$ cat config.mk
export PLATFORM = sky130hd
export DESIGN_NAME = weight_fetcher
export DESIGN_NICKNAME = d
export VERILOG_FILES = /design/src/rtl/tpu_pkg.sv /design/src/rtl/weight_fetcher.sv
export SDC_FILE = /design/constraint.sdc
export NUM_CORES = 1
export LEC_CHECK = 0
export BUFFER_PORTS_ARGS = -buffer_cell sky130_fd_sc_hd__buf_2
export CAP_MARGIN = 20
export CORE_UTILIZATION = 25
export DETAILED_ROUTE_END_ITERATION = 16
export GPL_TIMING_DRIVEN = 0
export HOLD_SLACK_MARGIN = 0.06
export PLACE_DENSITY_LB_ADDON = 0.12
export SYNTH_ARGS = -nofsm -noshare
export SYNTH_HDL_FRONTEND = slang
export SYNTH_SLANG_ARGS = --single-unit
$ cat constraint.sdc
create_clock -name clk -period 3 [get_ports clk]
set_input_delay 0.45 -clock clk [delete_from_list [all_inputs] [get_ports clk]]
set_output_delay 0.45 -clock clk [all_outputs]
set_load 0.02 [all_outputs]
$ cat src/rtl/tpu_pkg.sv
// Shared types and default sizes for the weight fetch path.
package tpu_pkg;

   localparam int unsigned WF_ADDR_W = 13;
   localparam int unsigned WF_DATA_W = 8;
   localparam int unsigned WF_CNT_W  = 8;
   localparam int unsigned WF_STRIDE = 4;

   typedef enum logic [1:0] {
      IDLE,
      RUN,
      DRAIN,
      DONE
   } fetch_state_t;

endpackage

$ cat src/rtl/weight_fetcher.sv
// Walks weight memory from a base address and streams 4-weight tiles
// to the systolic array over a valid/ready handshake.
module weight_fetcher
   import tpu_pkg::*;
#(
   parameter int unsigned ADDR_W = WF_ADDR_W,
   parameter int unsigned DATA_W = WF_DATA_W,
   parameter int unsigned CNT_W  = WF_CNT_W,
   parameter int unsigned STRIDE = WF_STRIDE
) (
   input  logic              clk,
   input  logic              rst,
   input  logic              start,
   input  logic [ADDR_W-1:0] base_addr,
   input  logic [CNT_W-1:0]  num_tiles,
   input  logic              flush,
   output logic [ADDR_W-1:0] mem_addr,
   input  logic [DATA_W-1:0] mem_w0,
   input  logic [DATA_W-1:0] mem_w1,
   input  logic [DATA_W-1:0] mem_w2,
   input  logic [DATA_W-1:0] mem_w3,
   output logic              tile_valid,
   input  logic              tile_ready,
   output logic [DATA_W-1:0] tile_w0,
   output logic [DATA_W-1:0] tile_w1,
   output logic [DATA_W-1:0] tile_w2,
   output logic [DATA_W-1:0] tile_w3,
   output logic              busy,
   output logic              done
);

   fetch_state_t      state;
   fetch_state_t      state_nxt;
   logic [ADDR_W-1:0] addr_reg;
   logic [CNT_W-1:0]  num_reg;
   logic [CNT_W-1:0]  issue_cnt;
   logic              load_cmd;
   logic              fetch;
   logic              clear_valid;

   assign mem_addr = addr_reg;

   // State register.
   always_ff @(posedge clk or posedge rst) begin
      if (rst) begin
         state <= IDLE;
      end else begin
         state <= state_nxt;
      end
   end

   // Next state and datapath enables; flush overrides everything.
   always_comb begin
      state_nxt   = state;
      load_cmd    = 1'b0;
      fetch       = 1'b0;
      clear_valid = 1'b0;
      if (flush) begin
         state_nxt = IDLE;
      end else begin
         case (state)
            IDLE: begin
               if (start) begin
                  if (num_tiles != '0) begin
                     load_cmd  = 1'b1;
                     state_nxt = RUN;
                  end else begin
                     state_nxt = DONE;
                  end
               end
            end
            RUN: begin
               // A new tile may be loaded when the slot is empty or being drained now.
               if (!tile_valid || tile_ready) begin
                  fetch = 1'b1;
                  if (issue_cnt + CNT_W'(1) == num_reg) begin
                     state_nxt = DRAIN;
                  end
               end
            end
            DRAIN: begin
               if (tile_valid && tile_ready) begin
                  clear_valid = 1'b1;
                  state_nxt   = DONE;
               end
            end
            DONE: begin
               state_nxt = IDLE;
            end
            default: begin
               state_nxt = IDLE;
            end
         endcase
      end
   end

   // Command capture, address walk and tile register.
   always_ff @(posedge clk or posedge rst) begin
      if (rst) begin
         addr_reg   <= '0;
         num_reg    <= '0;
         issue_cnt  <= '0;
         tile_valid <= 1'b0;
         tile_w0    <= '0;
         tile_w1    <= '0;
         tile_w2    <= '0;
         tile_w3    <= '0;
         busy       <= 1'b0;
         done       <= 1'b0;
      end else begin
         busy <= (state_nxt != IDLE);
         done <= (state_nxt == DONE);
         if (flush) begin
            tile_valid <= 1'b0;
         end else if (load_cmd) begin
            addr_reg  <= base_addr;
            num_reg   <= num_tiles;
            issue_cnt <= '0;
         end else if (fetch) begin
            tile_w0    <= mem_w0;
            tile_w1    <= mem_w1;
            tile_w2    <= mem_w2;
            tile_w3    <= mem_w3;
            tile_valid <= 1'b1;
            addr_reg   <= addr_reg + ADDR_W'(STRIDE);
            issue_cnt  <= issue_cnt + CNT_W'(1);
         end else if (clear_valid) begin
            tile_valid <= 1'b0;
         end
      end
   end

endmodule

==> PnR_summary.wiki, run 1 <==
{| class="wikitable"
! Metric !! Value
|-
| Status || finished with violations
|-
| Failing checks || design-rule violations
|-
| Multiplexer share of the synthesized area || 0.0410
|-
| Area of the placeable core || 11,600 um2
|-
| Power density over cell area || 719 nW/um2
|-
| Starting density of the core || 0.260
|-
| Wirelength per Cell || 13.5 um
|-
| YS warnings || 0
|-
| Number of iterations in the first detailed-routing pass || 12
|-
| Total count of hold-check failures in the final report || 0
|-
| Endpoint arrival time on the critical path || 2.36 ns
|-
| Fraction of the mapped netlist area in simple logic gates || 0.251
|-
| Max-slew violations || 0
|-
| Clock Pin Slew Worst Setup and Hold Paths || 0.06 ns
|-
| Maximum achievable frequency || 0.460 GHz
|-
| Slowest CP cell || dfrtp_1
|-
| Buf/Inv on CP || 0
|-
| Total global routing overflow || 0
|-
| Post-route setup slack || 0.826 ns
|-
| Initial antenna violation count || 0
|-
| CTS Buf Count || 9
|-
| Share of the synthesized area in compound gates (AO/OA/AOI/OAI) || 0.0721
|-
| Vertical extent of the die || 112 um
|-
| Number of design rule violations left after detail routing || 4
|-
| Most common library cell in the layout ignoring fill and taps || nand2_1
|-
| Startpoint of the most critical setup path || issue_cnt[0]
|-
| DR iter-0 viols || 78
|-
| Tightest Pin Transition || 0.825 ns
|-
| Top_reg_cell synth || dfrtp_1
|-
| Element type at the critical path start || register
|-
| Family with the most delay on the worst path || compound AO/OA/AOI/OAI gates
|-
| Worst slack, placed || 0.810 ns
|-
| Clock root buffer master || clkbuf_16
|-
| Switching Share || 0.321
|-
| Logic depth of the worst setup path including buffers || 6
|-
| Overall power consumption || 2880 uW
|-
| Cells after Synth || 323
|-
| GPL Wtd Cong || 0.714
|-
| Kind of path behind the tightest hold check || in -> async
|-
| Row count || 39
|-
| Leakage || 0.00205 uW
|-
| Data required time at the worst endpoint || 3.18 ns
|-
| Overall fraction of global-route tracks in use || 0.138
|-
| Post-CTS sizing || 0
|-
| Final worst path period share || 0.725
|-
| Buffers from clock root to sink, at most || 2
|-
| Number of flops mapped to enable cells by yosys || 0
|-
| Number of buffers inserted by hold repair at cts || 0
|-
| Number of setup buffers added after CTS || 0
|-
| Seq. cell area || 1650 um2
|-
| Post-synthesis instance area || 3020 um2
|-
| Overall via count from detail_route || 2,615
|-
| Largest family of logic cells by synthesized area || simple AND/OR/NAND/NOR gates
|-
| Switching pwr || 926 uW
|-
| Maximum number of pins on one net before global-route repair || 67
|-
| Crit. End Element || register
|-
| Post-synthesis register bit count || 66
|-
| Final setup skew || 0.00515 ns
|-
| H-tree depth reported by CTS || 3
|-
| Peak supply drop || 0.000358 V
|-
| Top library cells by usage in the layout, fill and taps aside || nand2_1 (117), buf_2 (110), dfrtp_1 (66)
|-
| Post-detail-place hpwl || 5650 um
|-
| Via count of the first global-routing pass || 2,725
|-
| Port Buffer Count || 105
|-
| Final-layout fill cell count || 1,239
|-
| Sequential-to-total area share from yosys stat || 0.547
|-
| Clock power share || 0.347
|-
| Proportion of power drawn by combinational gates || 0.243
|-
| Detailed-route wire length || 7910 um
|-
| Post-DRT Antenna Nets || 0
|-
| First-pass GRT wire length || 13,400 um
|-
| Number of sinks on the clock net || 66
|-
| Tightest slew margin relative to the limit || 0.450
|-
| Launching point of the worst reg2reg path || issue_cnt[0]
|-
| Final Setup Violations || 0
|-
| CP max FO || 6
|-
| Adder-cell area share of the yosys netlist || 0.00829
|-
| Slack of the worst reg-to-reg path || 0.83 ns
|-
| Setup CP Type || reg -> reg
|-
| Netlist cell types || 43
|-
| End of the worst register-to-register path || busy
|-
| Net count after synthesis || 383
|-
| Share of final-layout standard cells stronger than drive strength 1 || 0.322
|-
| Width of the chip || 112 um
|-
| Final Hold Slack || 0.297 ns
|-
| Nets@finish || 499
|-
| Min Tclk post-route || 2.17 ns
|-
| Synthesized-area fraction occupied by xor and xnor cells || 0.0551
|-
| Die outline area || 12,500 um2
|-
| Int Pwr || 1960 uW
|-
| Number of flip-flops under the largest register name || 13
|-
| IO Count || 106
|-
| Async set-or-reset flop fraction in the synthesized netlist || 1.00
|-
| Number of cells on the worst reg-to-reg path || 6
|-
| Area Growth Syn to Fin || 32.8%
|-
| Sequential group share of total power || 0.410
|-
| Detail-routed via count per cell || 4.45
|-
| Setup crit end || busy
|-
| Source-to-sink clock delay at the later pin of the worst-skew pair || 0.33 ns
|-
| Setup repair after global routing missed its margin || no
|-
| Maximum Capacitance Violations || 0
|-
| Maximum single-stage delay on the critical path || 0.45 ns
|-
| Mean cell area of the mapped netlist || 9.35 um2
|-
| Area used by multi-input combinational logic || 1290 um2
|-
| Final antenna diode count || 0
|-
| CTS tree || built
|-
| Series of cell instances along the critical path || ha_1 -> or3b_1 -> a211oi_2 -> nor3_1 -> o41ai_2 -> o311ai_1
|}
==> power groups by stage <==
| stage | clock [uW] | combinational, uW | sequential, uW |
|---|---|---|---|
| 6_report | 1000 | 702 | 1180 |
| 5_1_grt | 1080 | 778 | 1210 |
| 4_1_cts | 1040 | 715 | 1190 |
| 3_5_place_dp | 0 | 714 | 1200 |
| 3_3_place_gp | 0 | 707 | 1200 |
| 2_1_floorplan | 0 | 293 | 1350 |
==> cell usage after synthesis, types with 5 or more instances <==
cell type / instances / area, um2
nand2_1: 117 / 439
dfrtp_1: 66 / 1650
nor2_1: 19 / 71.3
o21ai_0: 16 / 80.1
xnor2_1: 12 / 105
mux2_2: 11 / 124
xor2_1: 7 / 61.3
and3_1: 6 / 37.5
inv_1: 6 / 22.5
nand3_1: 6 / 30.0
buf_2: 5 / 25.0
nor3_1: 5 / 25.0
==> worst min path at each step <==
stage,start,to,slack (ns),cells after the start
CTS,mem_w1[1],tile_w1[1],0.29,3
floorplan,issue_cnt[7],issue_cnt[7],0.47,1
finish,rst,tile_w2[3],0.30,2
detailed placement,tile_w2[6],tile_w2[6],0.46,2
global placement,tile_w0[7],tile_w0[7],0.45,2
global route,mem_w2[0],tile_w2[0],0.30,3
==> final cells by class <==
cell class / instances / share of cell area
repair buffers: 105 / 0.131
inverters: 6 / 0.00624
clock inverters: 2 / 0.00250
well taps: 143 / 0.0446
multi-input cells: 239 / 0.322
plain buffers: 12 / 0.0137
flip-flops and latches: 66 / 0.412
clock buffers: 14 / 0.0683
==> per-layer routing <==
metal | GRT usage | vias up | wire (um)
li1 | - | 1303 | -
met1 | 0.174 | 1243 | 3610
met2 | 0.224 | 62 | 3830
met3 | 0.0414 | 7 | 376
met4 | 0.0505 | 0 | 102
met5 | 0 | - | 0
==> logic make-up (layout without fill, tap and decap cells) <==
| group | count (synthesis) | after routing |
|---|---|---|
| buf+inv | 18 | 139 |
| mux | 11 | 11 |
| fa+ha+maj | 2 | 2 |
| simple gates | 174 | 174 |
| xor+xnor | 19 | 19 |
| compound gates | 33 | 33 |
| flops | 66 | 66 |
==> metrics by stage <==
step	util	instances	setup TNS, ns	instance area [um2]
after floorplan	-	323	0	3020
after global placement	0.321	571	-8.37	3720
after detailed placement	0.321	571	0	3730
after CTS	0.345	587	0	4010
after global routing	0.345	587	0	4010
final	0.345	587	0	4010
Power figures use the tool's default switching activity.
==> run 2: changes to the inputs <==
==> constraint.sdc (replaced) <==
create_clock -name clk -period 2.3 [get_ports clk]
set_input_delay 0.345 -clock clk [delete_from_list [all_inputs] [get_ports clk]]
set_output_delay 0.345 -clock clk [all_outputs]
set_load 0.02 [all_outputs]
==> run 2 against run 1 <==
Against the previous run: the run still ends with design-rule violations left; maximum frequency up 4.9%; sequential cell count stayed put; core utilization hardly changed; clock power increased by 30%; global-route usage stayed put; final cell count stayed put; first-iteration DRC count is the same; clock-buffer cell count stayed put; hold slack lost 0.11 ns.
==> PnR_summary.wiki, run 2 (synthesis gave the netlist of run 1 again) <==
{| class="wikitable"
! Metric !! Value
|-
| Setup CP Type || reg -> reg
|-
| Min Tclk post-route || 2.07 ns
|-
| Number of iterations in the first detailed-routing pass || 12
|-
| Area used by multi-input combinational logic || 1290 um2
|-
| Startpoint of the most critical setup path || issue_cnt[0]
|-
| Final cell area excluding filler cells || 4020 um2
|-
| Overall fraction of global-route tracks in use || 0.138
|-
| Via count of the first global-routing pass || 2,725
|-
| Final worst path period share || 0.901
|-
| CTS tree || built
|-
| Total count of hold-check failures in the final report || 0
|-
| Leakage || 0.00204 uW
|-
| Die outline area || 12,500 um2
|-
| Wirelength per Cell || 13.5 um
|-
| Tightest Pin Transition || 0.824 ns
|-
| Crit. End Element || register
|-
| First-pass GRT wire length || 13,400 um
|-
| Max-slew violations || 0
|-
| Number of flip-flops under the largest register name || 13
|-
| Status || finished with violations
|-
| Family with the most delay on the worst path || compound AO/OA/AOI/OAI gates
|-
| Element type at the critical path start || register
|-
| Failing checks || design-rule violations
|-
| Initial antenna violation count || 0
|-
| Maximum Capacitance Violations || 0
|-
| Top library cells by usage in the layout, fill and taps aside || nand2_1 (117), buf_2 (110), dfrtp_1 (65)
|-
| Peak supply drop || 0.000467 V
|-
| H-tree depth reported by CTS || 3
|-
| Detail-routed via count per cell || 4.45
|-
| End of the worst register-to-register path || busy
|-
| Tightest slew margin relative to the limit || 0.450
|-
| Overall via count from detail_route || 2,615
|-
| Kind of path behind the tightest hold check || in -> async
|-
| Share of final-layout standard cells stronger than drive strength 1 || 0.327
|-
| Clock Pin Slew Worst Setup and Hold Paths || 0.06 ns
|-
| Post-detail-place hpwl || 5650 um
|-
| Buf/Inv on CP || 0
|-
| Vertical extent of the die || 112 um
|-
| Final Setup Violations || 0
|-
| Series of cell instances along the critical path || ha_2 -> or3b_1 -> a211oi_2 -> nor3_1 -> o41ai_2 -> o311ai_1
|-
| Most common library cell in the layout ignoring fill and taps || nand2_1
|-
| Number of design rule violations left after detail routing || 4
|-
| Width of the chip || 112 um
|-
| Highest metal layer used by the detailed router || met4
|-
| Source-to-sink clock delay at the later pin of the worst-skew pair || 0.33 ns
|-
| Post-DRT Antenna Nets || 0
|-
| Met2 layer wire length in the routed design || 3830 um
|-
| Slack of the worst reg-to-reg path || 0.23 ns
|-
| Buffers from clock root to sink, at most || 2
|-
| Final-layout fill cell count || 1,240
|-
| Maximum achievable frequency || 0.482 GHz
|-
| Total global routing overflow || 0
|-
| IO Count || 106
|-
| DR iter-0 viols || 78
|-
| Nets@finish || 499
|-
| Area of the placeable core || 11,600 um2
|-
| Row count || 39
|-
| Maximum single-stage delay on the critical path || 0.42 ns
|-
| Seq. cell area || 1650 um2
|-
| Detailed-route wire length || 7910 um
|-
| Endpoint arrival time on the critical path || 2.26 ns
|-
| Setup repair after global routing missed its margin || no
|-
| Area Growth Syn to Fin || 32.9%
|-
| Port Buffer Count || 105
|-
| Clock root buffer master || clkbuf_16
|-
| Final-layout setup total negative slack || 0 ns
|-
| Met3 routed WL || 365 um
|-
| Starting density of the core || 0.260
|-
| Wire length on met1 || 3610 um
|-
| Final antenna diode count || 0
|-
| Slowest CP cell || dfrtp_2
|-
| Power density over cell area || 938 nW/um2
|-
| Data required time at the worst endpoint || 2.48 ns
|-
| Maximum number of pins on one net before global-route repair || 67
|-
| Final setup skew || 0.00515 ns
|-
| Number of cells on the worst reg-to-reg path || 6
|-
| CTS Buf Count || 9
|-
| Launching point of the worst reg2reg path || issue_cnt[0]
|-
| Overall power consumption || 3770 uW
|-
| GPL Wtd Cong || 0.714
|-
| Placed Area || 3730 um2
|-
| Number of setup buffers added after CTS || 0
|-
| Number of sinks on the clock net || 66
|-
| Utilization after layout || 0.346
|-
| CP max FO || 6
|}
## run 2: what timing repair did
item,CTS,global route
setup endpoints to repair,0,1
hold buffers,0,0
resized for setup,0,2
## run 2: final cells by class
class / count / area share
buffer: 12 / 0.0137
clock buffer: 14 / 0.0682
clock inverter: 2 / 0.00249
inverter: 6 / 0.00623
multi-input combinational: 239 / 0.322
sequential: 66 / 0.412
tap: 143 / 0.0446
timing repair buffer: 105 / 0.131
## run 2: how the worst max path moves through the flow
stage | end | slack, ns | depth (start not counted)
after global routing | busy | 0.03 | 6
after CTS | busy | 0.09 | 6
final | busy | 0.23 | 6
after global placement | done | -0.73 | 2
after detailed placement | busy | 0.11 | 6
after floorplan | busy | 0.30 | 1
## run 2: routing by layer
metal  up-vias  track usage
li1       1305            -
met4         0       0.0505
met2        56        0.224
met3         7       0.0414
met5         -            0
met1      1247        0.174
## run 2: report_power, final
part	total (uW)	internal [uW]	switching, uW
clock network	1300	815	490
registers	1540	1380	161
logic	918	360	558
## run 2: per-stage QoR
| stage | instances | hold WS [ns] | setup WS [ns] |
|---|---|---|---|
| final | 587 | 0.192 | 0.227 |
| after global routing | 587 | 0.196 | 0.0319 |
| after CTS | 587 | 0.190 | 0.0868 |
| after detailed placement | 571 | 0.457 | 0.110 |
| after global placement | 571 | 0.452 | -0.726 |
| after floorplan | 323 | 0.418 | 0.300 |
